## src/rtl/ram_port_arbiter.sv

```systemverilog
// Arbitrates the single RAM data port between the CPU load/store unit and the
// debug/loader master: CPU priority, bounded debug starvation, bounded debug lock bursts.
module ram_port_arbiter #(
  parameter int MAX_WAIT = 4,
  parameter int LOCK_MAX = 16
) (
  input  logic        clk,
  input  logic        rst,
  input  logic        cpu_req,
  input  logic        cpu_we,
  input  logic [2:0]  cpu_mode,
  input  logic [31:0] cpu_addr,
  input  logic [31:0] cpu_wdata,
  output logic        cpu_gnt,
  output logic        cpu_rvalid,
  output logic [31:0] cpu_rdata,
  input  logic        dbg_req,
  input  logic        dbg_we,
  input  logic [2:0]  dbg_mode,
  input  logic [31:0] dbg_addr,
  input  logic [31:0] dbg_wdata,
  input  logic        dbg_lock,
  output logic        dbg_gnt,
  output logic        dbg_rvalid,
  output logic [31:0] dbg_rdata,
  output logic [2:0]  ram_mode,
  output logic [31:0] ram_addr,
  output logic        ram_is_store,
  output logic [31:0] ram_wdata,
  input  logic [31:0] ram_rdata
);

  localparam int SW = $clog2(MAX_WAIT + 1);
  localparam int LW = $clog2(LOCK_MAX + 1);

  localparam logic [0:0] ARB  = 1'b0;
  localparam logic [0:0] LOCK = 1'b1;

  logic [0:0]    state;
  logic [SW-1:0] starve_cnt;
  logic [LW-1:0] lock_cnt;
  logic          leave_lock;
  logic          cpu_rvalid_q;
  logic          dbg_rvalid_q;

  // NOTE: every output of an always_comb gets a default first so no path leaves it unassigned (no latch).
  always_comb begin
    cpu_gnt = 1'b0;
    dbg_gnt = 1'b0;
    if (!rst) begin
      if (state == LOCK) begin
        dbg_gnt = dbg_req;
      end else begin
        dbg_gnt = dbg_req && (!cpu_req || starve_cnt == SW'(MAX_WAIT));
        cpu_gnt = cpu_req && !dbg_gnt;
      end
    end
  end

  // A locked burst ends when debug lets go, or once the beat just granted reaches LOCK_MAX.
  assign leave_lock = (state == LOCK) &&
                      (!(dbg_req && dbg_lock) || (lock_cnt + LW'(1) == LW'(LOCK_MAX)));

  always_comb begin
    ram_mode     = cpu_mode;
    ram_addr     = '0;
    ram_wdata    = '0;
    ram_is_store = 1'b0;
    if (dbg_gnt) begin
      ram_mode     = dbg_mode;
      ram_addr     = dbg_addr;
      ram_wdata    = dbg_wdata;
      ram_is_store = dbg_we;
    end else if (cpu_gnt) begin
      ram_addr     = cpu_addr;
      ram_wdata    = cpu_wdata;
      ram_is_store = cpu_we;
    end
  end

  // NOTE: sequential state uses non-blocking assignments so all flops update from pre-edge values.
  always_ff @(posedge clk) begin
    if (rst) begin
      state        <= ARB;
      starve_cnt   <= '0;
      lock_cnt     <= '0;
      cpu_rvalid_q <= 1'b0;
      dbg_rvalid_q <= 1'b0;
      cpu_rdata    <= '0;
      dbg_rdata    <= '0;
    end else begin
      if (state == ARB) begin
        if (dbg_gnt && dbg_lock) begin
          state    <= LOCK;
          lock_cnt <= LW'(1);
        end
      end else if (leave_lock) begin
        state    <= ARB;
        lock_cnt <= '0;
      end else begin
        lock_cnt <= lock_cnt + LW'(1);
      end

      // Clearing on lock exit hands the first ARB cycle back to the CPU.
      if (leave_lock || dbg_gnt || !dbg_req) begin
        starve_cnt <= '0;
      end else if (cpu_gnt && starve_cnt != SW'(MAX_WAIT)) begin
        starve_cnt <= starve_cnt + SW'(1);
      end

      cpu_rvalid_q <= cpu_gnt && !cpu_we;
      dbg_rvalid_q <= dbg_gnt && !dbg_we;
      if (cpu_gnt && !cpu_we) cpu_rdata <= ram_rdata;
      if (dbg_gnt && !dbg_we) dbg_rdata <= ram_rdata;
    end
  end

  // Masking with rst drops the response of a load granted just before reset.
  assign cpu_rvalid = cpu_rvalid_q && !rst;
  assign dbg_rvalid = dbg_rvalid_q && !rst;

endmodule

```

## config.mk

```make
export PLATFORM = sky130hd
export DESIGN_NAME = ram_port_arbiter
export DESIGN_NICKNAME = d
export VERILOG_FILES = /design/src/rtl/ram_port_arbiter.sv
export SDC_FILE = /design/constraint.sdc
export NUM_CORES = 1
export LEC_CHECK = 0
export ABC_AREA = 1
export BUFFER_PORTS_ARGS = -buffer_cell sky130_fd_sc_hd__buf_4
export CAP_MARGIN = 15
export CORE_ASPECT_RATIO = 1.5
export CORE_UTILIZATION = 26
export CTS_BUF_LIST = sky130_fd_sc_hd__clkbuf_16
export CTS_CLUSTER_DIAMETER = 30
export CTS_CLUSTER_SIZE = 8
export DETAILED_ROUTE_END_ITERATION = 6
export MAX_ROUTING_LAYER = met4
export PLACE_DENSITY = 0.67
export SLEW_MARGIN = 20
export SYNTH_ARGS = -nofsm -noshare
export SYNTH_HDL_FRONTEND = slang
export SYNTH_SLANG_ARGS = --single-unit
```

## constraint.sdc

```tcl
create_clock -name clk -period 3.1 [get_ports clk]
set_clock_uncertainty 0.1 [all_clocks]
set_input_delay 0.31 -clock clk [delete_from_list [all_inputs] [get_ports clk]]
set_output_delay 0.31 -clock clk [all_outputs]
set_load 0.02 [all_outputs]
```

==> results of run 1 <==
## layer usage
metal,up-vias,GRT usage [%],wire length [um]
met5,-,-,0
met3,16,10.3,2320
met2,265,43.7,9240
met4,0,8.09,395
met1,2043,29.5,7740
li1,2115,-,-
## sequential cells by signal (all words and copies together), names as in the netlist
register and cells:
cpu_rdata 32, dbg_rdata 32, cpu_rvalid_q 1, dbg_rvalid_q 1
lock_cnt 5, starve_cnt 3, state 1
## final cells by class
type	count	area, um2	share of cell area [%]
well taps	192	240	3.74
multi-input cells	322	1890	29.4
inverters	18	76.3	1.19
clock inverters	7	109	1.69
flip-flops and latches	75	1500	23.4
repair buffers	315	2380	37.0
diodes	3	7.51	0.117
clock buffers	9	225	3.51
## worst paths after layout
path	start	depth (start not counted)	end
hold / removal	ram_rdata[20]	3	cpu_rdata[20]
hold reg to reg	starve_cnt[0]	1	starve_cnt[0]
setup reg to reg	starve_cnt[0]	11	dbg_rdata[11]
setup / recovery	state	7	ram_wdata[21]
## power groups by stage
| stage | Combinational (W) | Sequential, W | Clock [W] |
|---|---|---|---|
| CTS | 0.000642 | 0.00100 | 0.00120 |
| global placement | 0.000642 | 0.00102 | 0 |
| floorplan | 0.000250 | 0.00105 | 0 |
| global route | 0.000670 | 0.00101 | 0.00124 |
| detailed placement | 0.000639 | 0.00102 | 0 |
| finish | 0.000639 | 0.00100 | 0.00118 |
## cells by family (layout without fill, tap and decap cells)
logic type,count (synthesis),after routing
and+or+nand+nor,184,184
buffers and inverters,54,349
xor gates and xnor gates,1,1
other,0,3
adders and majority gates,3,3
DFF,75,75
AOI/OAI and AO/OA,134,134
## placed cells by master (no fill, tap or decap), drive strengths merged
master / Yosys / routed
buf: 27 / 315
nand2: 161 / 161
dfxtp: 75 / 75
a21oi: 69 / 69
a22o: 64 / 64
inv: 16 / 18
nor2: 10 / 10
clkbuf: 9 / 9
nand4: 6 / 6
nand3: 4 / 4
diode: 0 / 3
ha: 3 / 3
bufinv: 0 / 3
clkinv: 2 / 3
nor3b: 1 / 1
and2: 1 / 1
nand3b: 1 / 1
o21ai: 1 / 1
xnor2: 1 / 1
clkinvlp: 0 / 1
## critical path, stage by stage, from the launching register on
cell and delay [ns]:
dfxtp_1 0.50, inv_2 0.08, nand3_1 0.10, nand2_2 0.09, inv_4 0.34, buf_4 0.40, a22o_1 0.25, buf_4 0.16
## per-stage QoR
step,cell area [um2],power (W),hold WS [ns],worst slack [ns]
floorplan,3720,0.00130,0.317,1.08
global placement,6080,0.00167,0.335,0.736
detailed placement,6080,0.00166,0.344,0.749
CTS,6410,0.00284,0.127,0.389
global route,6420,0.00292,0.130,0.201
finish,6420,0.00283,0.139,0.403
==> results.toml, run 1 <==
[placed_design]
place_inst = 922
routabilityCongestion = 0.872
port_buffers = 308
place_hpwl_mm = 15.9

[global_routing]
grt_overflow = 0
grt_max_degree = 54
first_global_vias = 4237
antenna_found_initial = 2
grtUsageTotal_pct = 26.6
grt_pass1_wl_mm = 27.2

[outcome]
run_status = "complete, no violations"

[synthesis]
synth.area.mux_share_pct = 0
syn_nets = 627
synth_edf_count = 0
synth_compound_area_share_pct = 27.4
yosysMostFrequentCell = "nand2_1"
synth_cell_type_count = 27
synth_top_flop_cell = "dfxtp_1"
synth_seq_cells = 75
synth_top_area_share_pct = 40.4
yosys_warnings = 0
seq_area_frac_synth_pct = 40.4
async_flop_share_pct = 0
synth_simple_gate_area_share_pct = 22.0
synthTopCellsByCount = "129 x nand2_1, 75 x dfxtp_1, 64 x a22o_1"
synth_largest_area_cell = "dfxtp_1"
synth_top_family_by_area = "compound AO/OA/AOI/OAI gates"
syn_area_per_cell_um2 = 8.25
netlist_area_um2 = 3720
synth_xor_area_share_pct = 0.235
yosys.area_share.adder_pct = 1.01
post_synth_inst_count = 451
ys_top_cells_by_area = "dfxtp_1 40%, a22o_1 15%, nand2_1 13%, a21oi_2 6.8%, a21oi_1 5.4%"

[power]
seqPwrFrac_pct = 35.5
p_comb_share_pct = 22.6
switching_power_w = 0.000754
power.share.switching_pct = 26.7
clkPwrFrac_pct = 41.9
peakVddDrop_v = 0.000240
intPower_w = 0.00207
p_leak_nw = 2.99
p_per_area_nw_per_um2 = 440

[clock_tree]
worstSkewPairLatency_ns = 0.32
clock_sinks = 75
cts_setup_buffers = 0
ctsResizeCount = 0
cts.clk_slew.worst_paths_ns = 0.06
cts_max_path_buffers = 2
tritoncts = "built"
root_buffer = "clkbuf_16"
htree_levels = 3
cts_inserted_buffers = 9
hold_buffers = 0

[run]
max_cap_viol_count = 0

[sta]
setup_viol = 0
fin_crit_sh_pct = 87.0
fin_crit_ns = 2.70
drv_slew = 0
tightest_slew_ns = 0.716
timing.slew.headroom_pct = 52.2
fmax_mhz = 371
fin_tns_setup_ns = 0
finalHoldViolCount = 0
rsz0062_at_grt = "no"

[floorplanning]
io_pins = 309
die_h_um = 148
die_w_um = 99.7
initial_core_util_pct = 26.6
core-area_um2 = 14000
dieArea_um2 = 14800
rows = 53

[critical_path]
crit_type = "register to output port"
critPathLaunchType = "register"
worstPathArrival_ns = 2.29
cp.required_ns = 2.69
path_max_fanout = 39
worstSetupEndpointType = "output port"
rrSetupSlack_ns = 0.86

[drt]
totalWireLength_mm = 19.7
first_pass_iters = 4
route.detailed.drc = 0
ant_nets = 0
vias = 4439
first_iter_violations = 218
via_per_inst = 4.72
wl_per_cell_um = 20.9

[cells_and_area]
drive_above_1_share_pct = 53.1
area_growth_pct = 72.7
fin_nets = 917
final_core_util_pct = 45.9
fillers = 1410
instances_no_fill = 941

[worst_hold_path]
worstHoldPathType = "primary input to register"
No activity file was read; power rests on OpenSTA's default activity.
==> inputs of run 2 (changes only) <==
--- a/config.mk
+++ b/config.mk
@@ -6,7 +6,7 @@
 export NUM_CORES = 1
 export LEC_CHECK = 0
 export ABC_AREA = 1
-export BUFFER_PORTS_ARGS = -buffer_cell sky130_fd_sc_hd__buf_4
+export BUFFER_PORTS_ARGS = -buffer_cell sky130_fd_sc_hd__buf_2
 export CAP_MARGIN = 15
 export CORE_ASPECT_RATIO = 1.5
 export CORE_UTILIZATION = 26
==> constraint.sdc (replaced) <==
create_clock -name clk -period 3.3 [get_ports clk]
set_clock_uncertainty 0.1 [all_clocks]
set_input_delay 0.33 -clock clk [delete_from_list [all_inputs] [get_ports clk]]
set_output_delay 0.33 -clock clk [all_outputs]
set_load 0.02 [all_outputs]
==> run 2 against run 1 <==
  * Combinational power shrank 22%
  * Core utilization down 5.6 points
  * Sequential share of layout area is 3.2 points higher
==> results.toml, run 2 (synthesis gave the netlist of run 1 again) <==
[clock_tree]
ctsResizeCount = 0
htree_levels = 3
cts_max_path_buffers = 2
clock_sinks = 75
cts_inserted_buffers = 9
root_buffer = "clkbuf_16"
cts.clk_slew.worst_paths_ns = 0.06
worstSkewPairLatency_ns = 0.33
tritoncts = "built"
hold_buffers = 0
cts_setup_buffers = 0

[power]
seqPwrFrac_pct = 37.3
p_comb_share_pct = 19.6
clkPwrFrac_pct = 43.0
peakVddDrop_v = 0.000397
intPower_w = 0.00184
power.share.switching_pct = 27.0
switching_power_w = 0.000683
p_per_area_nw_per_um2 = 448
power_w = 0.00253
p_leak_nw = 2.82

[cells_and_area]
layout_common_cells = "308 x buf_2, 129 x nand2_1, 75 x dfxtp_1"
drive_above_1_share_pct = 53.0
instances_no_fill = 947
final_core_util_pct = 40.3
fin_area_um2 = 5640
final_common_cell = "buf_2"
fin_nets = 915
area_growth_pct = 51.7
reg_top3 = "cpu_rdata x32, dbg_rdata x32, lock_cnt x5"
fillers = 1466

[sta]
drv_slew = 0
tightest_slew_ns = 0.768
finalHoldViolCount = 0
rsz0062_at_grt = "no"
fmax_mhz = 347
fin_crit_ns = 2.88
fin_crit_sh_pct = 87.4
timing.slew.headroom_pct = 48.8
fin_tns_setup_ns = 0
setup_viol = 0

[placed_design]
place_inst = 920
routabilityCongestion = 0.855
place_area_um2 = 5280
port_buffers = 308
place_hpwl_mm = 15.6

[global_routing]
grtUsageTotal_pct = 25.8
first_global_vias = 4159
antenna_found_initial = 10
grt_pass1_wl_mm = 25.9
grt_max_degree = 70
grt_overflow = 0

[worst_hold_path]
worstHoldPathCells = 3
worstHoldPathType = "primary input to register"

[floorplanning]
die_h_um = 148
rows = 53
die_w_um = 99.7
io_pins = 309
dieArea_um2 = 14800
core-area_um2 = 14000
initial_core_util_pct = 26.6

[drt]
first_iter_violations = 237
route.detailed.drc = 0
totalWireLength_mm = 19.3
vias = 4494
via_per_inst = 4.75
wl_per_cell_um = 20.4
first_pass_iters = 6
ant_nets = 0

[critical_path]
path_max_fanout = 33
worstSetupEndpointType = "output port"
cp.required_ns = 2.87
crit_type = "register to output port"
reg2regPathDepth = 11
critPathLaunchType = "register"
worstPathArrival_ns = 2.45

[run]
max_cap_viol_count = 0

[outcome]
run_status = "complete, no violations"
[run 2: stage by stage]
step                hold slack, ns  worst slack, ns
floorplan                    0.317             1.26
global placement             0.334            0.624
detailed placement           0.336            0.586
CTS                          0.149            0.316
global route                 0.154            0.229
finish                       0.156            0.416
[run 2: layer usage]
| metal | vias to the layer above | GRT usage, % | wire [um] |
|---|---|---|---|
| li1 | 2124 | - | - |
| met1 | 2065 | 28.9 | 8050 |
| met2 | 276 | 42.4 | 9090 |
| met3 | 29 | 7.66 | 1540 |
| met4 | 0 | 11.1 | 618 |
| met5 | - | - | 0 |
[run 2: power by group through the flow]
stage          Sequential [W]  Combinational [W]  Clock [W]
6_report             0.000944           0.000496    0.00109
5_1_grt              0.000946           0.000522    0.00114
4_1_cts              0.000943           0.000498    0.00110
3_5_place_dp         0.000963           0.000494          0
3_3_place_gp         0.000963           0.000497          0
2_1_floorplan        0.000986           0.000235          0
[run 2: worst max-delay path: stages (launching register included)]
cell      delay (ns)
dfxtp_1         0.34
inv_1           0.05
ha_1            0.19
nand2_1         0.10
nand3_1         0.09
nand2_2         0.12
inv_4           0.05
nand2_4         0.30
clkinv_2        0.35
a21oi_1         0.32
buf_2           0.22
[run 2: path summary, 6_finish.rpt]
check | start | to | slack, ns
setup / recovery | starve_cnt[0] | ram_is_store | 0.42
hold / removal | ram_rdata[31] | cpu_rdata[31] | 0.16
setup reg to reg | starve_cnt[0] | cpu_rdata[0] | 0.88
hold reg to reg | starve_cnt[0] | starve_cnt[0] | 0.34
[run 2: layout make-up]
cell class	instances	area [um2]	share of cell area (%)
sequential	75	1500	26.6
clock inverter	7	106	1.89
tap	192	240	4.26
timing repair buffer	313	1580	28.0
clock buffer	9	225	3.99
antenna	11	27.5	0.488
inverter	18	76.3	1.35
multi-input combinational	322	1890	33.4
==> inputs of run 3 (changes only) <==
--- a/config.mk
+++ b/config.mk
@@ -6,7 +6,6 @@
 export NUM_CORES = 1
 export LEC_CHECK = 0
 export ABC_AREA = 1
-export BUFFER_PORTS_ARGS = -buffer_cell sky130_fd_sc_hd__buf_2
 export CAP_MARGIN = 15
 export CORE_ASPECT_RATIO = 1.5
 export CORE_UTILIZATION = 26
@@ -14,8 +13,9 @@
 export CTS_CLUSTER_DIAMETER = 30
 export CTS_CLUSTER_SIZE = 8
 export DETAILED_ROUTE_END_ITERATION = 6
+export DONT_BUFFER_PORTS = 1
 export MAX_ROUTING_LAYER = met4
-export PLACE_DENSITY = 0.67
+export PLACE_DENSITY = 0.48
 export SLEW_MARGIN = 20
 export SYNTH_ARGS = -nofsm -noshare
 export SYNTH_HDL_FRONTEND = slang
==> run 3 against run 2 <==
  * Register-to-register slack is essentially flat
  * Maximum frequency fell by 0.31%
  * Cell count down 33%
  * Core utilization fell by 11 points
  * Final area decreased by 27%
  * Count of clock-buffer cells in the layout stayed put
  * Critical endpoint is now ram_wdata[0]
  * Largest cell class unchanged
==> results.toml, run 3 (synthesis gave the netlist of run 1 again) <==
[sta]
rsz0062_at_grt = "no"
fin_crit_ns = 2.89
fin_crit_sh_pct = 87.7
timing.slew.headroom_pct = 62.3
fmax_mhz = 346
fin_tns_setup_ns = 0
drv_slew = 0
finalHoldViolCount = 0
tightest_slew_ns = 0.565
setup_viol = 0

[cells_and_area]
fin_nets = 609
reg_top3 = "cpu_rdata x32, dbg_rdata x32, lock_cnt x5"
area_growth_pct = 10.1
final_common_cell = "nand2_1"
drive_above_1_share_pct = 20.8
layout_common_cells = "129 x nand2_1, 75 x dfxtp_1, 64 x a22o_1"
fin_area_um2 = 4090

[clock_tree]
tritoncts = "built"
cts_setup_buffers = 0
hold_buffers = 1
ctsResizeCount = 0
clock_sinks = 75
cts.clk_slew.worst_paths_ns = 0.07
worstSkewPairLatency_ns = 0.33
root_buffer = "clkbuf_16"
cts_max_path_buffers = 2
htree_levels = 3
cts_inserted_buffers = 9

[critical_path]
r2r_start = "starve_cnt[0]"
worstPathArrival_ns = 2.46
path_cells = "inv_1 -> ha_1 -> nand2_1 -> nand2_1 -> nand2_1 -> and2_2 -> buf_4 -> a22o_1"
cp.required_ns = 2.87
reg2regPathDepth = 11
path_max_fanout = 31
cpMaxStageDelayCell = "and2_2"
critPathMostFrequentCell = "nand2_1"
worstSetupEndpointType = "output port"
cpPeakStageDelay_ns = 0.51
r2r_end = "cpu_rdata[1]"
critPathLaunchType = "register"
rrSetupSlack_ns = 0.89
crit_type = "register to output port"

[drt]
first_pass_iters = 4
first_iter_violations = 171
route.detailed.drc = 0
ant_nets = 0
vias = 3278
wl_per_cell_um = 26.8
totalWireLength_mm = 17.0
via_per_inst = 5.17

[global_routing]
met1_usage_pct = 23.4
grt_overflow = 0
grt_pass1_wl_mm = 22.6
met3_usage_pct = 13.5
grt_max_degree = 69
grtUsageTotal_pct = 22.7
busiest_layer = "met2"
antenna_found_initial = 4
first_global_vias = 3213
grtUsageMet2_pct = 36.4

[power]
power.share.switching_pct = 29.8
clkPwrFrac_pct = 45.0
peakVddDrop_v = 0.000345
intPower_w = 0.00160
p_per_area_nw_per_um2 = 557
switching_power_w = 0.000679
p_leak_nw = 1.43
seqPwrFrac_pct = 42.7
p_comb_share_pct = 12.3

[worst_hold_path]
worstHoldPathCells = 2
worstHoldPathType = "primary input to register"
min_from = "ram_rdata[19]"
worstHoldEndpoint = "cpu_rdata[19]"

[floorplanning]
die_w_um = 99.7
initial_core_util_pct = 26.6
rows = 53
dieArea_um2 = 14800
die_h_um = 148
core-area_um2 = 14000
io_pins = 309

[outcome]
run_status = "complete, no violations"

[run]
max_cap_viol_count = 0

[placed_design]
place_hpwl_mm = 13.6
routabilityCongestion = 0.833
port_buffers = 0
place_area_um2 = 3750
run 3: cell types whose count changed in the layout (fill, tap and decap cells not counted), sizes merged:
cell,before,now
buf,313,7
diode,11,4
clkinv,6,2
inv,16,20
bufinv,3,1
clkinvlp,0,2
run 3: worst max path at each step:
stage,slack [ns],depth (start not counted),from,end
2_1_floorplan,1.26,10,starve_cnt[0],ram_is_store
3_3_place_gp,0.80,10,starve_cnt[0],ram_is_store
3_5_place_dp,0.77,8,starve_cnt[0],ram_wdata[0]
4_1_cts,0.40,10,starve_cnt[0],ram_is_store
5_1_grt,0.22,8,starve_cnt[0],ram_wdata[0]
6_report,0.41,8,starve_cnt[0],ram_wdata[0]
run 3: worst max-delay path: cells and delay by family (launching register included):
| kind | cells | cell delay, ns |
|---|---|---|
| AOI/OAI and AO/OA | 1 | 0.41 |
| adders and majority gates | 1 | 0.19 |
| buffers and inverters | 2 | 0.47 |
| and+or+nand+nor | 4 | 0.72 |
| DFF | 1 | 0.36 |
run 3: final cells by class:
cell class | instances | area [um2]
fill | 1508 | 9900
multi-input combinational | 322 | 1890
sequential | 75 | 1500
tap | 192 | 240
clock buffer | 9 | 225
clock inverter | 7 | 82.6
inverter | 18 | 76.3
timing repair buffer | 7 | 72.6
antenna | 4 | 10.0
run 3: through the flow:
stage          worst slack (ns)  power (W)  instances  util (%)  hold slack (ns)
3_3_place_gp              0.804    0.00125        613      26.8            0.300
5_1_grt                   0.218    0.00237        634      29.3           0.0105
6_report                  0.407    0.00228        634      29.3           0.0259
2_1_floorplan              1.26    0.00122        451         -            0.317
3_5_place_dp              0.774    0.00125        613      26.8            0.301
4_1_cts                   0.399    0.00231        630      29.2           0.0133
run 3: power groups by stage:
stage               clock network [W]  logic, W  registers (W)
floorplan                           0  0.000235       0.000986
global placement                    0  0.000257       0.000994
detailed placement                  0  0.000261       0.000994
CTS                           0.00106  0.000283       0.000973
global route                  0.00110  0.000297       0.000975
finish                        0.00103  0.000280       0.000973
run 3: metal layers:
metal,routed length (um),vias to the layer above
li1,-,1503
met1,6290,1521
met2,7870,238
met3,2440,16
met4,402,0
met5,0,-
